## src/rtl/sm_fixed_pkg.sv

```systemverilog
// Shared types and constants for the sign-magnitude Q15.8 arithmetic unit.
package sm_fixed_pkg;

  localparam int SM_W      = 24;
  localparam int SM_FRAC_W = 8;

  typedef struct packed {
    logic              sign;
    logic [SM_W-2:0]   mag;
  } sm_word_t;

  typedef enum logic {
    SM_ADD = 1'b0,
    SM_MUL = 1'b1
  } sm_op_e;

  localparam logic [SM_W-1:0] SM_ONE     = SM_W'(1) << SM_FRAC_W;
  localparam logic [SM_W-2:0] SM_MAX_MAG = {(SM_W-1){1'b1}};

endpackage

```

## src/rtl/sm_fixed_arith_if.sv

```systemverilog
// Operand/result bundle of the sign-magnitude arithmetic unit.
interface sm_fixed_arith_if
  import sm_fixed_pkg::*;
#(
  parameter int W = SM_W
) ();

  logic          in_valid;
  sm_op_e        op;
  logic [W-1:0]  a;
  logic [W-1:0]  b;
  logic          out_valid;
  logic [W-1:0]  result;
  logic          overflow;

  modport master (
    output in_valid, op, a, b,
    input  out_valid, result, overflow
  );

  modport slave (
    input  in_valid, op, a, b,
    output out_valid, result, overflow
  );

endinterface

```

## src/rtl/sm_fixed_core.sv

```systemverilog
// Combinational sign-magnitude add/multiply with zero normalization.
// Build option SM_ARITH_SAT_EN: saturate the magnitude on overflow instead of wrapping.
module sm_fixed_core
  import sm_fixed_pkg::*;
#(
  parameter int W      = SM_W,
  parameter int FRAC_W = SM_FRAC_W
) (
  input  sm_op_e        op,
  input  logic [W-1:0]  a,
  input  logic [W-1:0]  b,
  output logic [W-1:0]  result,
  output logic          overflow
);

  localparam int MW = W - 1;
  localparam int PW = 2 * MW;

  logic [MW-1:0] ma, mb;
  logic          sa, sb;
  logic [MW:0]   sum;
  logic [PW-1:0] prod;
  logic [PW-1:0] prod_sh;
  logic [MW-1:0] mag;
  logic          sign;
  logic          ovf;

  assign ma = a[MW-1:0];
  assign mb = b[MW-1:0];
  // Negative zero behaves as positive zero in sign comparisons.
  assign sa = a[W-1] & (|ma);
  assign sb = b[W-1] & (|mb);

  assign sum     = {1'b0, ma} + {1'b0, mb};
  assign prod    = {{MW{1'b0}}, ma} * {{MW{1'b0}}, mb};
  assign prod_sh = prod >> FRAC_W;

  always_comb begin
    sign = 1'b0;
    mag  = '0;
    ovf  = 1'b0;
    if (op == SM_ADD) begin
      if (sa == sb) begin
        mag  = sum[MW-1:0];
        ovf  = sum[MW];
        sign = sa;
      end else if (ma >= mb) begin
        mag  = ma - mb;
        sign = sa;
      end else begin
        mag  = mb - ma;
        sign = sb;
      end
    end else begin
      mag  = prod_sh[MW-1:0];
      ovf  = |prod_sh[PW-1:MW];
      sign = sa ^ sb;
    end
`ifdef SM_ARITH_SAT_EN
    if (ovf) begin
      mag = '1;
    end
`endif
    if (mag == '0) begin
      sign = 1'b0;
    end
  end

  assign result   = {sign, mag};
  assign overflow = ovf;

endmodule

```

## src/rtl/sm_fixed_arith.sv

```systemverilog
// Registered sign-magnitude Q15.8 add/multiply unit, one result per cycle, latency 1.
// Build option SM_ARITH_SAT_EN selects saturation on overflow (see sm_fixed_core).
module sm_fixed_arith
  import sm_fixed_pkg::*;
#(
  parameter int W      = SM_W,
  parameter int FRAC_W = SM_FRAC_W
) (
  input  logic             clk,
  input  logic             rst_n,
  sm_fixed_arith_if.slave  bus
);

  logic [W-1:0] core_result;
  logic         core_overflow;

  sm_fixed_core #(
    .W      (W),
    .FRAC_W (FRAC_W)
  ) u_core (
    .op       (bus.op),
    .a        (bus.a),
    .b        (bus.b),
    .result   (core_result),
    .overflow (core_overflow)
  );

  // result/overflow keep the last accepted value while in_valid is low.
  always_ff @(posedge clk or negedge rst_n) begin
    if (!rst_n) begin
      bus.out_valid <= 1'b0;
      bus.result    <= '0;
      bus.overflow  <= 1'b0;
    end else begin
      bus.out_valid <= bus.in_valid;
      if (bus.in_valid) begin
        bus.result   <= core_result;
        bus.overflow <= core_overflow;
      end
    end
  end

endmodule

```

## src/flat_wrapper.sv

```systemverilog
// flat-port wrapper written by rule: the top's interface ports become plain ports
module sm_fixed_arith_flat import sm_fixed_pkg::*;
#(
  parameter int W      = SM_W,
  parameter int FRAC_W = SM_FRAC_W
)
  (clk, rst_n, bus_in_valid, bus_op, bus_a, bus_b, bus_out_valid, bus_result, bus_overflow);
  sm_fixed_arith_if #(.W(W)) bus_i ();
  input  logic clk;
  input  logic rst_n;
  input wire logic [$bits(bus_i.in_valid)-1:0] bus_in_valid;
  input wire logic [$bits(bus_i.op)-1:0] bus_op;
  input wire logic [$bits(bus_i.a)-1:0] bus_a;
  input wire logic [$bits(bus_i.b)-1:0] bus_b;
  output wire logic [$bits(bus_i.out_valid)-1:0] bus_out_valid;
  output wire logic [$bits(bus_i.result)-1:0] bus_result;
  output wire logic [$bits(bus_i.overflow)-1:0] bus_overflow;
  assign bus_i.in_valid = bus_in_valid;
  assign bus_i.op = bus_op;
  assign bus_i.a = bus_a;
  assign bus_i.b = bus_b;
  assign bus_out_valid = bus_i.out_valid;
  assign bus_result = bus_i.result;
  assign bus_overflow = bus_i.overflow;
  sm_fixed_arith #(.W(W), .FRAC_W(FRAC_W)) u_core (.clk(clk), .rst_n(rst_n), .bus(bus_i));
endmodule
```

## config.mk

```make
export PLATFORM = sky130hd
export DESIGN_NAME = sm_fixed_arith_flat
export DESIGN_NICKNAME = d
export VERILOG_FILES = /design/src/rtl/sm_fixed_pkg.sv /design/src/rtl/sm_fixed_arith_if.sv /design/src/rtl/sm_fixed_core.sv /design/src/rtl/sm_fixed_arith.sv /design/src/flat_wrapper.sv
export SDC_FILE = /design/constraint.sdc
export NUM_CORES = 1
export LEC_CHECK = 0
export ABC_AREA = 1
export BUFFER_PORTS_ARGS = -buffer_cell sky130_fd_sc_hd__clkbuf_2
export CORE_UTILIZATION = 55
export CTS_BUF_LIST = sky130_fd_sc_hd__clkbuf_4 sky130_fd_sc_hd__clkbuf_8
export DETAILED_ROUTE_END_ITERATION = 8
export PLACE_DENSITY = 0.72
export SLEW_MARGIN = 15
export SYNTH_ARGS = -nofsm -noshare
export SYNTH_HDL_FRONTEND = slang
export SYNTH_SLANG_ARGS = --single-unit
```

## constraint.sdc

```tcl
create_clock -name clk -period 1.7 [get_ports clk]
set_input_delay 0.425 -clock clk [delete_from_list [all_inputs] [get_ports clk]]
set_output_delay 0.425 -clock clk [all_outputs]
set_load 0.02 [all_outputs]
```

Word-level counts from Yosys, hierarchy flattened. Cells that the tools add are included.

Flip-flop bits (word level): 26. Bits in read-only memories: 0. Memories kept: 0. Bits of input ports: 52. Output and inout bits: 26. Memory bits (writable): 0. Bits in latches: 0.

Muxes and demuxes: 9. Order comparisons: 1. Add/subtract/negate cells: 3. Equality and inequality tests: 1. Div/mod/pow operators: 0. Shift-type cells: 0. Reduce and logical (&&, ||, !) cells: 4. Multiply operators: 1. Bitwise operators: 3.

Operators with widths (count): $mux W23 (3); $mul A23 B23 Y46 (1); $reduce_or A23 Y1 (2); $sub A23 B23 Y23 (2); $add A23 B23 Y24 (1); $ge A23 B23 Y1 (1); $logic_not A23 Y1 (1); $reduce_or A15 Y1 (1); $mux W1 (6); $and A1 B1 Y1 (2); $eq A1 B1 Y1 (1); $xor A1 B1 Y1 (1).

Depth between registers and ports, before layout. Gate-level depths: netlist (run 1).

Depth in word-level cells: 7. Mapped depth: 36. Depth with buffers taken out: 35.

By module. A second synthesis (run 1) with hierarchy kept.

Cells, all modules: 3854. Area total of the unflattened synthesis: 25354.3 µm².

Modules (own cells, without submodules): sm_fixed_core (cells an instance 3747, area an instance 24364.6 µm², times used 1); sm_fixed_arith (cells an instance 107, area an instance 989.7 µm², times used 1).

Worst setup path before layout (run 1). Ideal clock, no wire load.

Path type: input port to flip-flop. Start: input port bus_a[18]. End: register u_core.bus.result[23]. Data required time: 1584 ps. Setup time: 116 ps. Path slack: -4504 ps. Stages: 29. Arrival: 6088 ps. Buffers on the path: 1. Cells stage by stage: clkbuf_1 nand2_1 fa_1 inv_1 fa_1 inv_1 fa_1 inv_1 fa_1 fa_1 fa_1 inv_1 fa_1 inv_1 ha_1 nand2_1 nor2_1 inv_1 nor4_1 a21oi_1 xnor2_1 nand2_1 nand2_1 nor2_1 nand2_1 nor2_2 nand2_1 nand2_1 nand2_1.

Cells in the longest elaborated chain, start to end: 7. Elaborated cells between the ends (all ways): 17. Classes of those cells: 3 x add/sub; 1 x mul; 1 x order compare; 1 x eq/ne; 7 x mux; 2 x bitwise; 2 x reduce/logical.

Ends and longest elaborated chain: start, declared (RTL line flat_wrapper.sv:13) `input wire logic [$bits(bus_i.a)-1:0] bus_a;`; branches (longest 6 deep; another with $mul A23 B23 Y46); $mux W1 * (RTL line sm_fixed_core.sv:64) `if (mag == '0) begin`; end signal, assigned (RTL line sm_fixed_arith.sv:37) `bus.result <= core_result;`; end, declared (RTL line sm_fixed_arith_if.sv:23) `output out_valid, result, overflow`.

Every way passes the cells marked *. A chain may end at the register's enable or synchronous reset.

Worst setup path in the final report (run 1).
Start: input port bus_b[17]. End: register u_core.bus.overflow.

Cells in the longest elaborated chain, start to end: 5. Elaborated cells between the ends (all ways): 8. Classes of those cells: 1 x add/sub; 1 x mul; 1 x eq/ne; 2 x mux; 1 x bitwise; 2 x reduce/logical.

Ends and longest elaborated chain: start, declared (RTL line flat_wrapper.sv:14) `input wire logic [$bits(bus_i.b)-1:0] bus_b;`; branches (longest 4 deep; another with $mul A23 B23 Y46); $mux W1 * (RTL line sm_fixed_core.sv:42) `if (op == SM_ADD) begin`; end signal, assigned (RTL line sm_fixed_arith.sv:38) `bus.overflow <= core_overflow;`; end, declared (RTL line sm_fixed_arith_if.sv:23).

Marked as above.

==> results of run 1 <==
-- metrics by stage --
stage                     setup TNS (ns)  util, %  area (um^2)  hold WS, ns  setup WS [ns]
after floorplan                   -91.24        -        25900        0.129          -4.15
after global placement           -115.76     68.7        30500        0.467          -5.19
after detailed placement         -116.43     68.7        30500        0.470          -5.14
after CTS                        -103.84     71.5        31700        0.161          -4.54
after global routing             -108.86     74.2        32900        0.205          -4.78
final                            -104.58     74.2        32900        0.150          -4.66
-- cell type report --
type	instances	area, um^2	share of cell area [%]
Tap cell	592	741	2.25
Antenna cell	2	5.00	0.0152
Multi-Input combinational cell	2520	21400	65.2
Sequential cell	26	651	1.98
Clock buffer	3	41.3	0.126
Inverter	1026	3860	11.7
Timing Repair Buffer	700	6110	18.6
Clock inverter	1	30.0	0.0914
-- cell usage in the layout (no fill, tap or decap), types with 33 or more instances in the layout --
| cell | count |
|---|---|
| inv_1 | 945 |
| buf_6 | 47 |
| nand3_1 | 129 |
| inv_2 | 74 |
| ha_1 | 194 |
| nor2_1 | 150 |
| clkbuf_2 | 45 |
| nand2_2 | 60 |
| a21oi_1 | 88 |
| nor2_2 | 33 |
| ha_4 | 35 |
| nand2_1 | 1055 |
| fa_1 | 415 |
| buf_4 | 528 |
-- cells by family after synthesis --
logic type	Yosys count	share of synthesized area [%]
and+or+nand+nor	1557	25.3
buffers and inverters	1151	17.9
adders and majority gates	677	47.5
AOI/OAI and AO/OA	249	5.38
xor gates and xnor gates	37	1.31
DFF	26	2.62
-- metal layers --
layer  part of all wire, %  global-route usage [%]
met5                     0                       0
met4                   5.0                    14.5
met3                   9.5                    5.32
met2                    46                    64.2
met1                    40                    51.9
-- repair_timing --
action / CTS / global route
gates resized for setup: 248 / 246
pin swaps: 83 / 127
cloned: 4 / 7
setup endpoints to repair: 25 / 25
buffers inserted: 25 / 33
-- state kept, by name, indices dropped and copies added, names as in the netlist --
signal                flops
u_core.bus.out_valid      1
u_core.bus.overflow       1
u_core.bus.result        24
-- worst max path at each step --
stage,end,slack [ns],cells past startpoint
after global placement,u_core.bus.result[23],-5.19,30
after global routing,u_core.bus.overflow,-4.78,30
after CTS,u_core.bus.result[23],-4.54,31
after detailed placement,u_core.bus.result[23],-5.14,28
final,u_core.bus.overflow,-4.66,29
after floorplan,u_core.bus.result[23],-4.15,29
==> impl_table.tex, run 1 <==
\begin{tabular}{lr}
\hline
Metric & Value \\
\hline
\multicolumn{2}{l}{\textbf{Setup path}} \\
\quad Crit path capture type & register \\
\quad Register-to-register path setup slack & 0.87 ns \\
\quad Standard cell with the maximum stage delay on the critical path & fa\_2 \\
\quad Reg-to-reg endpoint & u\_core.bus.result[6] \\
\quad Class of the most critical setup path & in -> reg \\
\quad Number of buffers and inverters on the critical path & 8 \\
\quad Number of cell instances on the worst register-to-register path & 2 \\
\quad Crit Reg-Reg Startpoint & u\_core.bus.result[6] \\
\quad Required time reported for the critical path endpoint & 1.89 ns \\
\quad Worst setup path start & bus\_b[17] \\
\quad Crit start category & input port \\
\quad Category of cells accounting for the largest share of critical-path delay & adder cells \\
\quad Maximum cell stage delay along the critical path & 0.62 ns \\
\quad CP Max Fanout & 10 \\
\quad Most frequent cell on the critical path & fa\_1 \\
\quad CP arrival & 6.55 ns \\
\multicolumn{2}{l}{\textbf{Synthesis}} \\
\quad Most repeated cell in the gate-level netlist after synthesis & nand2\_1 \\
\quad Fraction of post-synthesis cell area in the top cell type by area & 35.5\% \\
\quad Synth warnings & 0 \\
\quad Mean cell area of the mapped netlist & 6.71 um\^{}2 \\
\quad Leading area contributor after synthesis & fa\_1 \\
\quad Combined area of all synthesized cells & 24800 um\^{}2 \\
\quad Leading post-synthesis cells by instance count & nand2\_1, inv\_1, fa\_1, ha\_1, nor2\_1 \\
\quad Number of flip-flops and latches in the synthesized netlist & 26 \\
\quad Post-synthesis instance total & 3697 \\
\quad Proportion of synthesized chip area in sequential cells & 2.62\% \\
\quad Post-synthesis async set-or-reset flop share & 100\% \\
\quad Library cells used by synthesis & 37 \\
\quad Main flop type after synthesis & dfrtp\_1 \\
\quad Leading cell types by total area after synthesis & fa\_1, nand2\_1, inv\_1 \\
\quad Number of flops mapped to enable cells by yosys & 0 \\
\quad Number of nets produced by synthesis & 4426 \\
\multicolumn{2}{l}{\textbf{Routing}} \\
\quad Remaining number of nets flagged by the antenna check after routing & 0 \\
\quad Number of DRC violations after detailed-routing iteration 0 & 2408 \\
\quad Routed wire length & 90700 um \\
\quad Via count & 25800 \\
\quad DR WL/cell & 18.6 um \\
\quad DR pass1 iterations & 9 \\
\quad Via count normalized by instance count & 5.29 \\
\quad Residual DRC & 0 \\
\multicolumn{2}{l}{\textbf{Cells and area}} \\
\quad Non-filler instance count after layout & 4870 \\
\quad Share of cells above drive strength 1 & 25.7\% \\
\quad Fillcell total & 3492 \\
\quad \# nets final & 5006 \\
\quad Area delta synth->final & 32.5\% \\
\multicolumn{2}{l}{\textbf{STA}} \\
\quad Slew @ Worst Pin & 0.672 ns \\
\quad Worst Slack Setup Final & -4.66 ns \\
\quad Unrepaired setup endpoints after global routing & true \\
\quad Number of pins exceeding their max-slew limit in the final report & 0 \\
\quad Worst Clk Skew & 0 ns \\
\quad Setup Viol. Count Final & 25 \\
\quad Maximum clock rate & 157 MHz \\
\quad Final period demand of the worst path & 6.36 ns \\
\quad Final Hold Violating Endpoints & 0 \\
\quad Post-route clock period utilization & 374\% \\
\quad Max-Slew Margin vs Limit & 55.2\% \\
\multicolumn{2}{l}{\textbf{Outcome}} \\
\quad Status & complete, but fails checks \\
\quad Violated checks & negative setup slack \\
\multicolumn{2}{l}{\textbf{Clocking}} \\
\quad Hold-fix buffers, CTS & 0 \\
\quad Clock latency of the later-clocked register in the worst-skew pair & 0.29 ns \\
\quad Clock-pin slew reported for the worst setup and hold paths after clock tree synthesis & 0.09 ns \\
\quad CTS tree & yes \\
\quad Maximum buffer depth of the clock tree & 2 \\
\quad Total number of clock tree sinks & 26 \\
\quad Buffer cell driving the clock tree root & clkbuf\_8 \\
\quad CTS H-tree lvls & 1 \\
\quad Number of buffers added by the clock tree synthesis step & 3 \\
\multicolumn{2}{l}{\textbf{Global route}} \\
\quad Remaining global-route overflow & 0 \\
\quad Via count of the first global-routing pass & 26100 \\
\quad Global-route wire length before repair & 139000 um \\
\quad Number of antenna violations at the first check in global routing & 2 \\
\quad Maximum number of pins on one net before global-route repair & 29 \\
\quad GRT Overall Usage & 38.8\% \\
\multicolumn{2}{l}{\textbf{Placement}} \\
\quad Number of I/O port buffers & 77 \\
\quad Placed Instances & 4803 \\
\quad Sum of net half-perimeters after detailed placement & 74000 um \\
\quad Final estimated routing congestion in global placement & 1.03 \\
\multicolumn{2}{l}{\textbf{Floorplan}} \\
\quad DIE HEIGHT & 214 um \\
\quad Core Rows & 77 \\
\quad Effective utilization at floorplan & 56.0\% \\
\quad Width of the chip & 214 um \\
\quad Total die area & 45900 um\^{}2 \\
\quad Ports & 78 \\
\quad Area of the core & 44300 um\^{}2 \\
\multicolumn{2}{l}{\textbf{Min path}} \\
\quad Hold Crit Class & in -> async \\
\multicolumn{2}{l}{\textbf{Job}} \\
\quad MaxCap Viol Count & 0 \\
\hline
\end{tabular}
Power of run 1 is not shown: default switching activity piles up to over one toggle a cycle in this logic, so the estimate is an artifact.
==> inputs of run 2 (changes only) <==
--- a/config.mk
+++ b/config.mk
@@ -11,6 +11,7 @@
 export CTS_BUF_LIST = sky130_fd_sc_hd__clkbuf_4 sky130_fd_sc_hd__clkbuf_8
 export DETAILED_ROUTE_END_ITERATION = 8
 export PLACE_DENSITY = 0.72
+export RECOVER_POWER = 25
 export SLEW_MARGIN = 15
 export SYNTH_ARGS = -nofsm -noshare
 export SYNTH_HDL_FRONTEND = slang
==> run 2 against run 1 <==
Compared with the run above: the run still ends with negative setup slack left; count of clock-buffer cells in the layout did not move; sequential share of layout area barely moved; largest cell class unchanged; first-iteration DRC count barely moved.
==> impl_table.tex, run 2 (synthesized netlist as in run 1, its figures left out) <==
\begin{tabular}{lr}
\hline
Metric & Value \\
\hline
\multicolumn{2}{l}{\textbf{STA}} \\
\quad Unrepaired setup endpoints after global routing & true (unchanged) \\
\quad Max-Slew Margin vs Limit & 3.85\% (was 55.2\%) \\
\quad Setup Viol. Count Final & 25 (unchanged) \\
\quad Number of pins exceeding their max-slew limit in the final report & 0 (unchanged) \\
\quad Worst Clk Skew & 0 ns (unchanged) \\
\quad Final Hold Violating Endpoints & 0 (unchanged) \\
\quad Worst Slack Setup Final & -4.64 ns (was -4.66 ns) \\
\quad Slew @ Worst Pin & 1.44 ns (was 0.672 ns) \\
\quad Final period demand of the worst path & 6.34 ns (was 6.36 ns) \\
\quad Post-route clock period utilization & 373\% (was 374\%) \\
\quad Maximum clock rate & 158 MHz (was 157 MHz) \\
\multicolumn{2}{l}{\textbf{Cells and area}} \\
\quad \# nets final & 5006 (unchanged) \\
\quad Most common cell after layout, fill and taps aside & nand2\_1 (unchanged) \\
\quad Area of the multi-input gates & 21400 um\^{}2 (unchanged) \\
\quad Number of flip-flops under the largest register name & 24 (unchanged) \\
\quad Register area & 651 um\^{}2 (unchanged) \\
\quad Final instance area & 32900 um\^{}2 (about the same) \\
\quad Largest registers & u\_core.bus.result x24, u\_core.bus.out\_valid x1, u\_core.bus.overflow x1 (unchanged) \\
\quad Commonest cells after routing, fill and taps aside & nand2\_1, inv\_1, buf\_4 (unchanged) \\
\quad Share of the core filled with cells & 74.1\% (was 74.2\%) \\
\quad Register with the most flip-flops & u\_core.bus.result (unchanged) \\
\quad Share of cells above drive strength 1 & 25.6\% (was 25.7\%) \\
\quad Area delta synth->final & 32.5\% (about the same) \\
\quad Fillcell total & 3494 (was 3492) \\
\multicolumn{2}{l}{\textbf{Floorplan}} \\
\quad Total die area & 45900 um\^{}2 (unchanged) \\
\quad Area of the core & 44300 um\^{}2 (unchanged) \\
\quad Effective utilization at floorplan & 56.0\% (unchanged) \\
\quad Core Rows & 77 (unchanged) \\
\quad Width of the chip & 214 um (unchanged) \\
\quad DIE HEIGHT & 214 um (unchanged) \\
\quad Ports & 78 (unchanged) \\
\multicolumn{2}{l}{\textbf{Setup path}} \\
\quad Number of cell instances on the worst register-to-register path & 2 (unchanged) \\
\quad Most frequent cell on the critical path & fa\_1 (unchanged) \\
\quad Category of cells accounting for the largest share of critical-path delay & adder cells (unchanged) \\
\quad Number of buffers and inverters on the critical path & 8 (unchanged) \\
\quad Class of the most critical setup path & in -> reg (unchanged) \\
\quad Crit path capture type & register (unchanged) \\
\quad Standard cell with the maximum stage delay on the critical path & fa\_2 (unchanged) \\
\quad Register-to-register path setup slack & 0.87 ns (about the same) \\
\quad Reg-to-reg endpoint & u\_core.bus.result[6] (unchanged) \\
\quad CP Max Fanout & 10 (unchanged) \\
\quad Crit Reg-Reg Startpoint & u\_core.bus.result[6] (unchanged) \\
\quad Maximum cell stage delay along the critical path & 0.62 ns (about the same) \\
\quad Required time reported for the critical path endpoint & 1.89 ns (about the same) \\
\quad Crit start category & input port (unchanged) \\
\quad CP arrival & 6.53 ns (was 6.55 ns) \\
\multicolumn{2}{l}{\textbf{Placement}} \\
\quad Sum of net half-perimeters after detailed placement & 74000 um (unchanged) \\
\quad Number of I/O port buffers & 77 (unchanged) \\
\quad Final estimated routing congestion in global placement & 1.03 (unchanged) \\
\quad Post-DP Area & 30500 um\^{}2 (unchanged) \\
\multicolumn{2}{l}{\textbf{Global route}} \\
\quad Global-route wire length before repair & 139000 um (unchanged) \\
\quad Maximum number of pins on one net before global-route repair & 29 (unchanged) \\
\quad Number of antenna violations at the first check in global routing & 2 (unchanged) \\
\quad Remaining global-route overflow & 0 (unchanged) \\
\quad GRT Overall Usage & 38.8\% (unchanged) \\
\quad Via count of the first global-routing pass & 26100 (unchanged) \\
\multicolumn{2}{l}{\textbf{Routing}} \\
\quad Residual DRC & 0 (unchanged) \\
\quad Routed wire length & 90700 um (about the same) \\
\quad DR pass1 iterations & 6 (was 9) \\
\quad Remaining number of nets flagged by the antenna check after routing & 0 (unchanged) \\
\quad Via count & 25700 (was 25800) \\
\quad Via count normalized by instance count & 5.29 (about the same) \\
\quad DR WL/cell & 18.6 um (about the same) \\
\quad Number of DRC violations after detailed-routing iteration 0 & 2406 (was 2408) \\
\multicolumn{2}{l}{\textbf{Clocking}} \\
\quad Clock-pin slew reported for the worst setup and hold paths after clock tree synthesis & 0.09 ns (about the same) \\
\quad CTS H-tree lvls & 1 (unchanged) \\
\quad Buffer cell driving the clock tree root & clkbuf\_8 (unchanged) \\
\quad Clock latency of the later-clocked register in the worst-skew pair & 0.29 ns (about the same) \\
\quad Maximum buffer depth of the clock tree & 2 (unchanged) \\
\quad Number of buffers added by the clock tree synthesis step & 3 (unchanged) \\
\quad Total number of clock tree sinks & 26 (unchanged) \\
\quad CTS tree & yes (unchanged) \\
\multicolumn{2}{l}{\textbf{Job}} \\
\quad MaxCap Viol Count & 0 (unchanged) \\
\multicolumn{2}{l}{\textbf{Outcome}} \\
\quad Violated checks & negative setup slack (unchanged) \\
\quad Status & complete, but fails checks (unchanged) \\
\multicolumn{2}{l}{\textbf{Min path}} \\
\quad Hold Crit Class & in -> reg (was in -> async) \\
\quad Hold Crit Depth & 1 \\
\quad Hold wc startpoint & bus\_in\_valid \\
\quad End point of the most critical hold path & u\_core.bus.out\_valid \\
\hline
\end{tabular}
[run 2: cell counts in the layout (fill, tap and decap cells not counted)]
Identical to the previous run, type by type.
[run 2: area by class of cell]
type / instances / share of cell area [%]
diodes: 2 / 0.0152
inverters: 1026 / 11.8
clock buffers: 3 / 0.126
flip-flops and latches: 26 / 1.98
well taps: 592 / 2.25
repair buffers: 700 / 18.6
clock inverters: 1 / 0.0914
multi-input cells: 2520 / 65.2
[run 2: worst max-delay path by stage]
stage,startpoint,end,cells past startpoint
after floorplan,bus_b[7],u_core.bus.result[23],29
after global placement,bus_a[9],u_core.bus.result[23],30
after detailed placement,bus_a[7],u_core.bus.result[23],28
after CTS,bus_b[13],u_core.bus.result[23],31
after global routing,bus_a[5],u_core.bus.overflow,30
final,bus_b[17],u_core.bus.overflow,29
[run 2: timing repair]
item                                    in CTS  in global routing
buffers inserted                            25                 33
endpoints found under the setup margin      25                 25
hold buffers                                 0                  0
pin swaps                                   83                127
cloned                                       4                  7
gates resized for setup                    248                246
[run 2: layer usage]
layer | vias up | wire [um] | GRT usage [%]
met4 | 0 | 4570 | 14.5
met3 | 273 | 8490 | 5.32
met1 | 12300 | 36000 | 51.9
met2 | 1301 | 41600 | 64.2
li1 | 11800 | - | -
met5 | - | 0 | 0
[run 2: through the flow]
stage | std cells | TNS [ns] | hold WS, ns | setup slack [ns]
after floorplan | 3697 | -91.24 | 0.129 | -4.15
after global placement | 4803 | -115.76 | 0.467 | -5.19
after detailed placement | 4803 | -116.43 | 0.470 | -5.14
after CTS | 4836 | -103.84 | 0.161 | -4.54
after global routing | 4870 | -108.86 | 0.271 | -4.78
final | 4870 | -104.59 | 0.274 | -4.64
Power of run 2 is left out for the same reason.
